## src/rtl/fpu_addsub_sched.sv

```systemverilog
// fpu_addsub_sched: issue scheduler and 3-entry result buffer for the shared
// single-precision FP add/sub datapath. Two requesters (0 = execute stage,
// 1 = iterative FP unit) share one datapath with a single internal pipeline
// register; results come back one cycle after issue and are buffered so that
// response backpressure never drops data.
//
// Optional feature macro: FPU_ADDSUB_RR_EN
//   defined   -> round-robin arbitration between the two requesters
//   undefined -> fixed priority, requester 0 always wins
//
// Handshake: an operation transfers on a requester port in any cycle where
// reqN_valid_i and reqN_ready_o are both 1. A result transfers on the
// response port in any cycle where rsp_valid_o and rsp_ready_i are both 1.
// reqN_ready_o never depends on rsp_ready_i; it is derived only from the
// valids, flush_i, rst_n and registered state.
module fpu_addsub_sched #(
    parameter int TAGW = 3
) (
    input  logic            clk,
    input  logic            rst_n,
    input  logic            req0_valid_i,
    output logic            req0_ready_o,
    input  logic [31:0]     req0_rs1_i,
    input  logic [31:0]     req0_rs2_i,
    input  logic            req0_sub_i,
    input  logic [TAGW-1:0] req0_tag_i,
    input  logic            req1_valid_i,
    output logic            req1_ready_o,
    input  logic [31:0]     req1_rs1_i,
    input  logic [31:0]     req1_rs2_i,
    input  logic            req1_sub_i,
    input  logic [TAGW-1:0] req1_tag_i,
    input  logic            flush_i,
    output logic [31:0]     dp_rs1_o,
    output logic [31:0]     dp_rs2_o,
    output logic            dp_sub_o,
    input  logic [34:0]     dp_c_i,
    output logic            rsp_valid_o,
    input  logic            rsp_ready_i,
    output logic [34:0]     rsp_c_o,
    output logic            rsp_src_o,
    output logic [TAGW-1:0] rsp_tag_o,
    output logic            busy_o
);

    // Result FIFO storage and bookkeeping
    logic [34:0]     mem_c   [0:2];
    logic            mem_src [0:2];
    logic [TAGW-1:0] mem_tag [0:2];
    logic [1:0]      wr_ptr;
    logic [1:0]      rd_ptr;
    logic [1:0]      cnt;

    // Operation currently held in the datapath's pipeline register
    logic            inflight_v;
    logic            inflight_src;
    logic [TAGW-1:0] inflight_tag;

    logic            issue_ok;
    logic            pick1;
    logic            gnt0;
    logic            gnt1;
    logic            push;
    logic            pop;

    // Pointers wrap 2 -> 0 for the 3-entry buffer
    function automatic logic [1:0] ptr_next(input logic [1:0] p);
        return (p == 2'd2) ? 2'd0 : p + 2'd1;
    endfunction

    // Issue only if the result plus everything already owed still fits the FIFO
    assign issue_ok = rst_n & ~flush_i &
                      (({1'b0, cnt} + {2'b00, inflight_v}) <= 3'd2);

`ifdef FPU_ADDSUB_RR_EN
    // Last granted requester; reset value 1 hands the first contended grant to 0
    logic last_grant;

    // Round-robin pointer moves only when a grant is made
    always_ff @(posedge clk) begin
        if (!rst_n) begin
            last_grant <= 1'b1;
        end else if (gnt0) begin
            last_grant <= 1'b0;
        end else if (gnt1) begin
            last_grant <= 1'b1;
        end
    end

    assign pick1 = req1_valid_i & (~req0_valid_i | ~last_grant);
`else
    assign pick1 = req1_valid_i & ~req0_valid_i;
`endif

    assign gnt1         = issue_ok & pick1;
    assign gnt0         = issue_ok & req0_valid_i & ~pick1;
    assign req0_ready_o = gnt0;
    assign req1_ready_o = gnt1;

    // Drive the granted operands into the datapath, zeros when idle
    always_comb begin
        dp_rs1_o = 32'd0;
        dp_rs2_o = 32'd0;
        dp_sub_o = 1'b0;
        if (gnt0) begin
            dp_rs1_o = req0_rs1_i;
            dp_rs2_o = req0_rs2_i;
            dp_sub_o = req0_sub_i;
        end else if (gnt1) begin
            dp_rs1_o = req1_rs1_i;
            dp_rs2_o = req1_rs2_i;
            dp_sub_o = req1_sub_i;
        end
    end

    // Track which operation the datapath register is holding next cycle
    always_ff @(posedge clk) begin
        if (!rst_n || flush_i) begin
            inflight_v   <= 1'b0;
            inflight_src <= 1'b0;
            inflight_tag <= '0;
        end else begin
            inflight_v <= gnt0 | gnt1;
            if (gnt0 | gnt1) begin
                inflight_src <= gnt1;
                inflight_tag <= gnt1 ? req1_tag_i : req0_tag_i;
            end
        end
    end

    assign push = inflight_v;
    assign pop  = rsp_valid_o & rsp_ready_i;

    // FIFO pointers and occupancy; flush and reset empty it
    always_ff @(posedge clk) begin
        if (!rst_n || flush_i) begin
            wr_ptr <= 2'd0;
            rd_ptr <= 2'd0;
            cnt    <= 2'd0;
        end else begin
            if (push) wr_ptr <= ptr_next(wr_ptr);
            if (pop)  rd_ptr <= ptr_next(rd_ptr);
            if (push && !pop)      cnt <= cnt + 2'd1;
            else if (pop && !push) cnt <= cnt - 2'd1;
        end
    end

    // FIFO payload storage; contents are meaningless unless counted by cnt
    always_ff @(posedge clk) begin
        if (push) begin
            mem_c[wr_ptr]   <= dp_c_i;
            mem_src[wr_ptr] <= inflight_src;
            mem_tag[wr_ptr] <= inflight_tag;
        end
    end

    // Head is presented from storage and forced to zero while empty
    assign rsp_valid_o = (cnt != 2'd0);
    assign rsp_c_o     = rsp_valid_o ? mem_c[rd_ptr]   : 35'd0;
    assign rsp_src_o   = rsp_valid_o ? mem_src[rd_ptr] : 1'b0;
    assign rsp_tag_o   = rsp_valid_o ? mem_tag[rd_ptr] : '0;
    assign busy_o      = inflight_v | rsp_valid_o;

endmodule

```

## config.mk

```make
export PLATFORM = sky130hd
export DESIGN_NAME = fpu_addsub_sched
export DESIGN_NICKNAME = d
export VERILOG_FILES = /design/src/rtl/fpu_addsub_sched.sv
export SDC_FILE = /design/constraint.sdc
export NUM_CORES = 1
export LEC_CHECK = 0
export BUFFER_PORTS_ARGS = -buffer_cell sky130_fd_sc_hd__buf_2
export CORE_UTILIZATION = 42
export DETAILED_ROUTE_END_ITERATION = 8
export PLACE_DENSITY = 0.74
export RECOVER_POWER = 25
export SYNTH_ARGS = -nofsm -noshare
export SYNTH_HDL_FRONTEND = slang
export SYNTH_SLANG_ARGS = --single-unit
export TNS_END_PERCENT = 100
```

## constraint.sdc

```tcl
create_clock -name clk -period 3.88 [get_ports clk]
set_input_delay 0.776 -clock clk [delete_from_list [all_inputs] [get_ports clk]]
set_output_delay 0.776 -clock clk [all_outputs]
set_load 0.01 [all_outputs]
```

==> results of run 1 <==
## worst max-delay path, cell delays in order (launching register included)
cell,delay (ns)
dfxtp_1,0.46
ha_1,0.22
inv_1,0.05
ha_1,0.25
nor3b_2,0.18
o21ai_4,0.11
buf_4,0.54
nor2_1,0.14
buf_2,0.17
## report_power, final
part / switching (mW) / internal, mW
combinational: 0.218 / 0.174
clock: 0.581 / 1.10
sequential: 0.0120 / 1.56
total: 0.811 / 2.83
## flip-flops by register name, summed over array words and instances (netlist names), 2 cells and up, named ones only
register / flops
mem_c: 105
mem_tag: 9
inflight_tag: 3
mem_src: 3
cnt: 2
rd_ptr: 2
wr_ptr: 2
## layout make-up
type	instances	area (um^2)	area share
Sequential cell	130	3780	0.458
Multi-Input combinational cell	294	2100	0.254
Timing Repair Buffer	293	1470	0.178
Clock buffer	18	439	0.0532
Tap cell	180	225	0.0273
Clock inverter	14	201	0.0244
Inverter	9	33.8	0.00409
Antenna cell	4	10.0	0.00121
## Yosys cell counts
master / n
inv_1: 9
nor2_1: 113
mux2i_1: 40
buf_2: 12
xor2_1: 2
o21ai_2: 1
ha_1: 4
o21ai_1: 1
buf_6: 5
dfxtp_1: 13
nand2b_1: 2
o21ai_0: 2
a221oi_1: 4
nor3b_1: 2
buf_4: 8
clkbuf_1: 11
a21oi_1: 3
mux2_4: 10
or3_1: 2
nor2b_1: 3
a22oi_1: 65
o21a_1: 1
nand2_1: 3
nor2b_2: 1
or2_2: 1
edfxtp_1: 117
nor3b_2: 1
mux2_2: 29
o22ai_1: 4
## per-stage QoR
stage	instances	worst slack (ns)	cell area (um^2)	hold WS (ns)	util
global placement	906	0.881	7630	0.459	0.546
CTS	938	0.514	8280	0.488	0.592
detailed placement	906	0.856	7630	0.474	0.546
global route	942	0.366	8250	0.509	0.590
finish	942	0.546	8250	0.492	0.590
floorplan	469	0.0271	6090	0.443	-
## kinds of logic after synthesis
kind of cell	Yosys count	synth area share
buf+inv	45	0.0413
xor+xnor	2	0.00288
flops	130	0.620
compound gates	81	0.0977
fa+ha+maj	4	0.00822
simple gates	128	0.0857
mux	79	0.144
## final timing paths
check                               startpoint                       to  slack, ns  cells after the start
hold / removal    inflight_tag[1]$_SDFFE_PP0P_  mem_tag[2][1]$_DFFE_PP_       0.49                      0
setup reg to reg         inflight_v$_SDFF_PP0_    mem_c[0][8]$_DFFE_PP_       1.72                      2
setup / recovery           cnt[0]$_SDFFE_PP0P_             dp_rs1_o[31]       0.55                      8
hold reg to reg   inflight_tag[1]$_SDFFE_PP0P_  mem_tag[2][1]$_DFFE_PP_       0.49                      0
## layer usage
| metal | GRT usage | part of all wire | wire, um |
|---|---|---|---|
| met4 | 0.120 | 0.023 | 428 |
| met3 | 0.0846 | 0.082 | 1540 |
| met5 | 0 | 0 | 0 |
| met1 | 0.266 | 0.36 | 6750 |
| met2 | 0.425 | 0.54 | 10000 |
==> summary.md, run 1 <==
| Metric | Value |
|---|---|
| Area share of the largest cell type after synthesis | `0.577` |
| Tightest Pin Transition | `1.24 ns` |
| Antenna viol nets, final | `0` |
| Hold crit path type | `register to register` |
| Layout cells sized above 1 | `0.459` |
| F_max | `300 MHz` |
| Post-CTS Hold Fix Bufs | `0` |
| Die Area | `15000 um^2` |
| Worst VDD drop | `0.280 mV` |
| Final period utilization | `0.859` |
| Synth area leader | `edfxtp_1` |
| Startpoint Class | `register` |
| Max-cap violations | `0` |
| Final setup skew | `0.00463 ns` |
| Most frequent cells in the layout | `258 x buf_2, 117 x edfxtp_1, 111 x nor2_1` |
| Via density | `5.27` |
| RSZ-0062 raised after global routing | `false` |
| Fin. Hold Viols | `0` |
| Wire per inst | `19.9 um` |
| Mean Syn Cell Area | `13.0 um^2` |
| P per Cell Area | `441 nW/um^2` |
| H-tree depth | `4` |
| Gpl congestion | `0.949` |
| Worst-path clk slew | `0.06 ns` |
| Syn-to-layout area delta | `35.6%` |
| Commonest non-fill, non-tap cell in the layout | `buf_2` |
| Io pins | `285` |
| Post-Syn Nets | `650` |
| Final slew viol count | `0` |
| Yosys warns | `0` |
| Largest net degree at the start of global routing | `69` |
| Floorplan row count | `43` |
| Clk root buf | `clkbuf_16` |
| Starting Density | `0.435` |
| Routed vias | `4960` |
| Overflow after GRT | `0` |
| Number of remaining DRC errors | `0` |
| Dominant cells by area after synthesis | `edfxtp_1 58%, a22oi_1 8.0%, nor2_1 7.0%` |
| Overall power | `3.64 mW` |
| Vias in the first global route | `4809` |
| Setup TNS Final | `0 ns` |
| Global-route wire length before repair | `26600 um` |
| Clk sinks | `130` |
| NumNets Final | `926` |
| Sequential area share after synthesis | `0.620` |
| Post-Route WL | `18800 um` |
| Status | `finished clean` |
| Post-DP HPWL | `14000 um` |
| Post-route minimum period | `3.33 ns` |
| Chip Width | `122 um` |
| IO Port Bufs | `284` |
| Critical Path RT | `3.10 ns` |
| CTS Buffer Depth | `2` |
| # resized after CTS | `0` |
| Clk_lat worst skew | `0.40 ns` |
| Crit Path Class | `register to output pin` |
| Pleak | `3.43 nW` |
| Drt pass-1 iters | `4` |
| Die H | `122 um` |
| # Post-CTS Setup Buffers | `0` |
| Final setup viols | `0` |
| Fill count | `1201` |
| Synth Register Bits | `130` |
| Synth cell types | `29` |
| Syn Inst Count | `469` |
| Arrival time of the worst setup path | `2.56 ns` |
| Initial antenna violation count | `4` |
| GRT Total Usage | `0.245` |
| CTS Buf Count | `17` |
| DR iter-0 viols | `294` |
| Post-synthesis cell area | `6090 um^2` |
| CTS tree | `done` |
| Placeable Area | `14000 um^2` |
| CP Capture Type | `output pin` |
| Slew headroom | `0.168` |
| Crit path max fanout | `68` |
Note: power is estimated with default switching activity, not from simulation.
==> inputs of run 2 (changes only) <==
- CORE_UTILIZATION: 42 -> 40
- MAX_ROUTING_LAYER: default -> met4
- PLACE_DENSITY: 0.74 -> 0.71
==> run 2 against run 1 <==
Compared with the run above:
- first-iteration DRC count fell by 4.1%
- die area grew 4.9%
- the flow now finishes with violations (DRC)
- largest cell class unchanged
- fmax is 2.0% lower
- critical path type unchanged
- clock-buffer cell count grew 9
==> summary.md, run 2 (synthesized netlist as in run 1, its figures left out) <==
| Metric | Value |
|---|---|
| Clk root buf | `clkbuf_16` |
| Post-CTS Hold Fix Bufs | `0 (unchanged)` |
| Syn-to-layout area delta | `35.1%` |
| Worst-path clk slew | `0.05 ns (about the same)` |
| Initial antenna violation count | `4 (unchanged)` |
| Crit-path cells | `ha_1 > inv_1 > ha_1 > nor3b_2 > o21ai_4 > buf_4 > nor2_1 > buf_2` |
| Clk sinks | `130 (unchanged)` |
| Layout cells sized above 1 | `0.449 (-0.00996)` |
| NumNets Final | `925 (-0.11%)` |
| Max reg flops | `105 (unchanged)` |
| Reg with most FFs | `mem_c` |
| Final Worst Setup Slack | `0.477 ns (-0.0694 ns)` |
| CP top delay family | `buffers and inverters` |
| Floorplan row count | `44 (+2.3%)` |
| Die Area | `15700 um^2 (+4.9%)` |
| Post-layout instance count excluding filler cells | `945 (+0.32%)` |
| Placeable Area | `14700 um^2 (+5.1%)` |
| Final period utilization | `0.877 (+0.0179)` |
| Final setup skew | `0.00645 ns (+0.00182 ns)` |
| Io pins | `285 (unchanged)` |
| CP Depth | `8 (unchanged)` |
| # resized after CTS | `0 (unchanged)` |
| Crit Path Class | `register to output pin` |
| Final slew viol count | `0 (unchanged)` |
| Worst VDD drop | `0.244 mV (-13%)` |
| Placed Instances | `909 (+0.33%)` |
| Max-cap violations | `0 (unchanged)` |
| H-tree depth | `4 (unchanged)` |
| Final setup viols | `0 (unchanged)` |
| Post-DP HPWL | `13200 um (-5.4%)` |
| Chip Width | `125 um (+2.4%)` |
| Clk pwr share | `0.452 (-0.010)` |
| Arrival time of the worst setup path | `2.63 ns (+0.07 ns)` |
| Drt pass-1 iters | `7 (+3)` |
| IO Port Bufs | `284 (unchanged)` |
| Most frequent cells in the layout | `257 x buf_2, 117 x edfxtp_1, 111 x nor2_1` |
| CTS Buffer Depth | `2 (unchanged)` |
| Sequential Power Share | `0.440 (+0.010)` |
| Overall power | `3.56 mW (-2.1%)` |
| Pleak | `3.41 nW (-0.54%)` |
| GRT Total Usage | `0.239 (-0.00648)` |
| Fin. Hold Viols | `0 (unchanged)` |
| Logic pwr share | `0.108 (about the same)` |
| Number of remaining DRC errors | `11 (+11)` |
| Commonest non-fill, non-tap cell in the layout | `buf_2` |
| RSZ-0062 raised after global routing | `false` |
| CP Capture Type | `output pin` |
| Status | `finished with violations` |
| Startpoint Class | `register` |
| Critical Path Max Stage Delay | `0.54 ns (about the same)` |
| Via density | `5.25 (-0.38%)` |
| Fill count | `1265 (+5.3%)` |
| Design area | `8220 um^2 (-0.39%)` |
| F_max | `294 MHz (-2.0%)` |
| Routed vias | `4957 (-0.060%)` |
| Critical Path RT | `3.10 ns (about the same)` |
| Setup WS pre-CTS | `0.880 ns (+0.0244 ns)` |
| CTS tree | `done` |
| Design internal power | `2.82 mW (-0.32%)` |
| Largest net degree at the start of global routing | `71 (+2.9%)` |
| Overflow after GRT | `0 (unchanged)` |
| DR iter-0 viols | `282 (-4.1%)` |
| Worst path slowest cell | `buf_4` |
| Die H | `125 um (+2.4%)` |
| Net Sw Frac | `0.209 (-0.0143)` |
| CTS Buf Count | `17 (unchanged)` |
| Clk_lat worst skew | `0.41 ns (about the same)` |
| Reg2reg path depth | `3 (+1)` |
| Placed instance area | `7630 um^2 (about the same)` |
| Hold Path Depth | `0 (unchanged)` |
| Post-Route WL | `18000 um (-4.3%)` |
| Crit path buf inv count | `3 (unchanged)` |
| Regs by FF count | `mem_c x105, mem_tag x9` |
| Antenna viol nets, final | `0 (unchanged)` |
| Crit path max fanout | `68 (unchanged)` |
| Gpl congestion | `1.01 (+6.7%)` |
| Hold slack | `0.485 ns (-0.00639 ns)` |
| Sw power | `0.743 mW (-8.4%)` |
| Global-route wire length before repair | `27300 um (+2.6%)` |
| Most Frequent Cell on Critical Path | `ha_1` |
| P per Cell Area | `434 nW/um^2 (-1.7%)` |
| Setup TNS Final | `0 ns (unchanged)` |
| Violated checks | `DRC` |
| Slew headroom | `0.287 (+0.119)` |
| # Post-CTS Setup Buffers | `0 (unchanged)` |
| Post-route minimum period | `3.40 ns (+0.0694 ns)` |
| Starting Density | `0.414 (-0.0210)` |
| Final core utilization | `0.559 (-0.0307)` |
| Tightest Pin Transition | `1.07 ns (-0.175 ns)` |
| Wire per inst | `19.0 um (-4.6%)` |
| Hold crit path type | `register to register` |
| Vias in the first global route | `4917 (+2.2%)` |
[run 2: power by group through the flow]
stage	combinational [mW]	sequential [mW]	clock, mW
6_report	0.384	1.57	1.61
5_1_grt	0.418	1.57	1.70
4_1_cts	0.392	1.57	1.63
3_5_place_dp	0.389	1.60	0
3_3_place_gp	0.383	1.59	0
2_1_floorplan	0.200	1.59	0
[run 2: final cells by class]
class                           count  area (um^2)  share of cell area
Clock buffer                       27          513              0.0624
Multi-Input combinational cell    294         2100               0.255
Antenna cell                        4         10.0             0.00122
Timing Repair Buffer              292         1460               0.178
Tap cell                          184          230              0.0280
Inverter                            9         33.8             0.00411
Clock inverter                      5         98.8              0.0120
Sequential cell                   130         3780               0.459
[run 2: path summary, 6_finish.rpt]
kind	start	endpoint	slack (ns)
max	cnt[0]$_SDFFE_PP0P_	dp_rs1_o[31]	0.48
min	inflight_tag[0]$_SDFFE_PP0P_	mem_tag[1][0]$_DFFE_PP_	0.49
max reg2reg	inflight_v$_SDFF_PP0_	mem_c[2][7]$_DFFE_PP_	1.75
min reg2reg	inflight_tag[0]$_SDFFE_PP0P_	mem_tag[1][0]$_DFFE_PP_	0.49
[run 2: metal layers]
metal / vias up / share of wire / track usage
li1: 2303 / - / -
met1: 2414 / 0.39 / 0.264
met3: 33 / 0.064 / 0.0655
met5: - / 0 / -
met2: 207 / 0.52 / 0.408
met4: 0 / 0.025 / 0.0947
[run 2: worst register-to-register path: stages, from the launching register on]
cell     delay, ns
dfxtp_1       0.44
inv_1         0.12
nor3b_2       0.65
buf_4         0.55
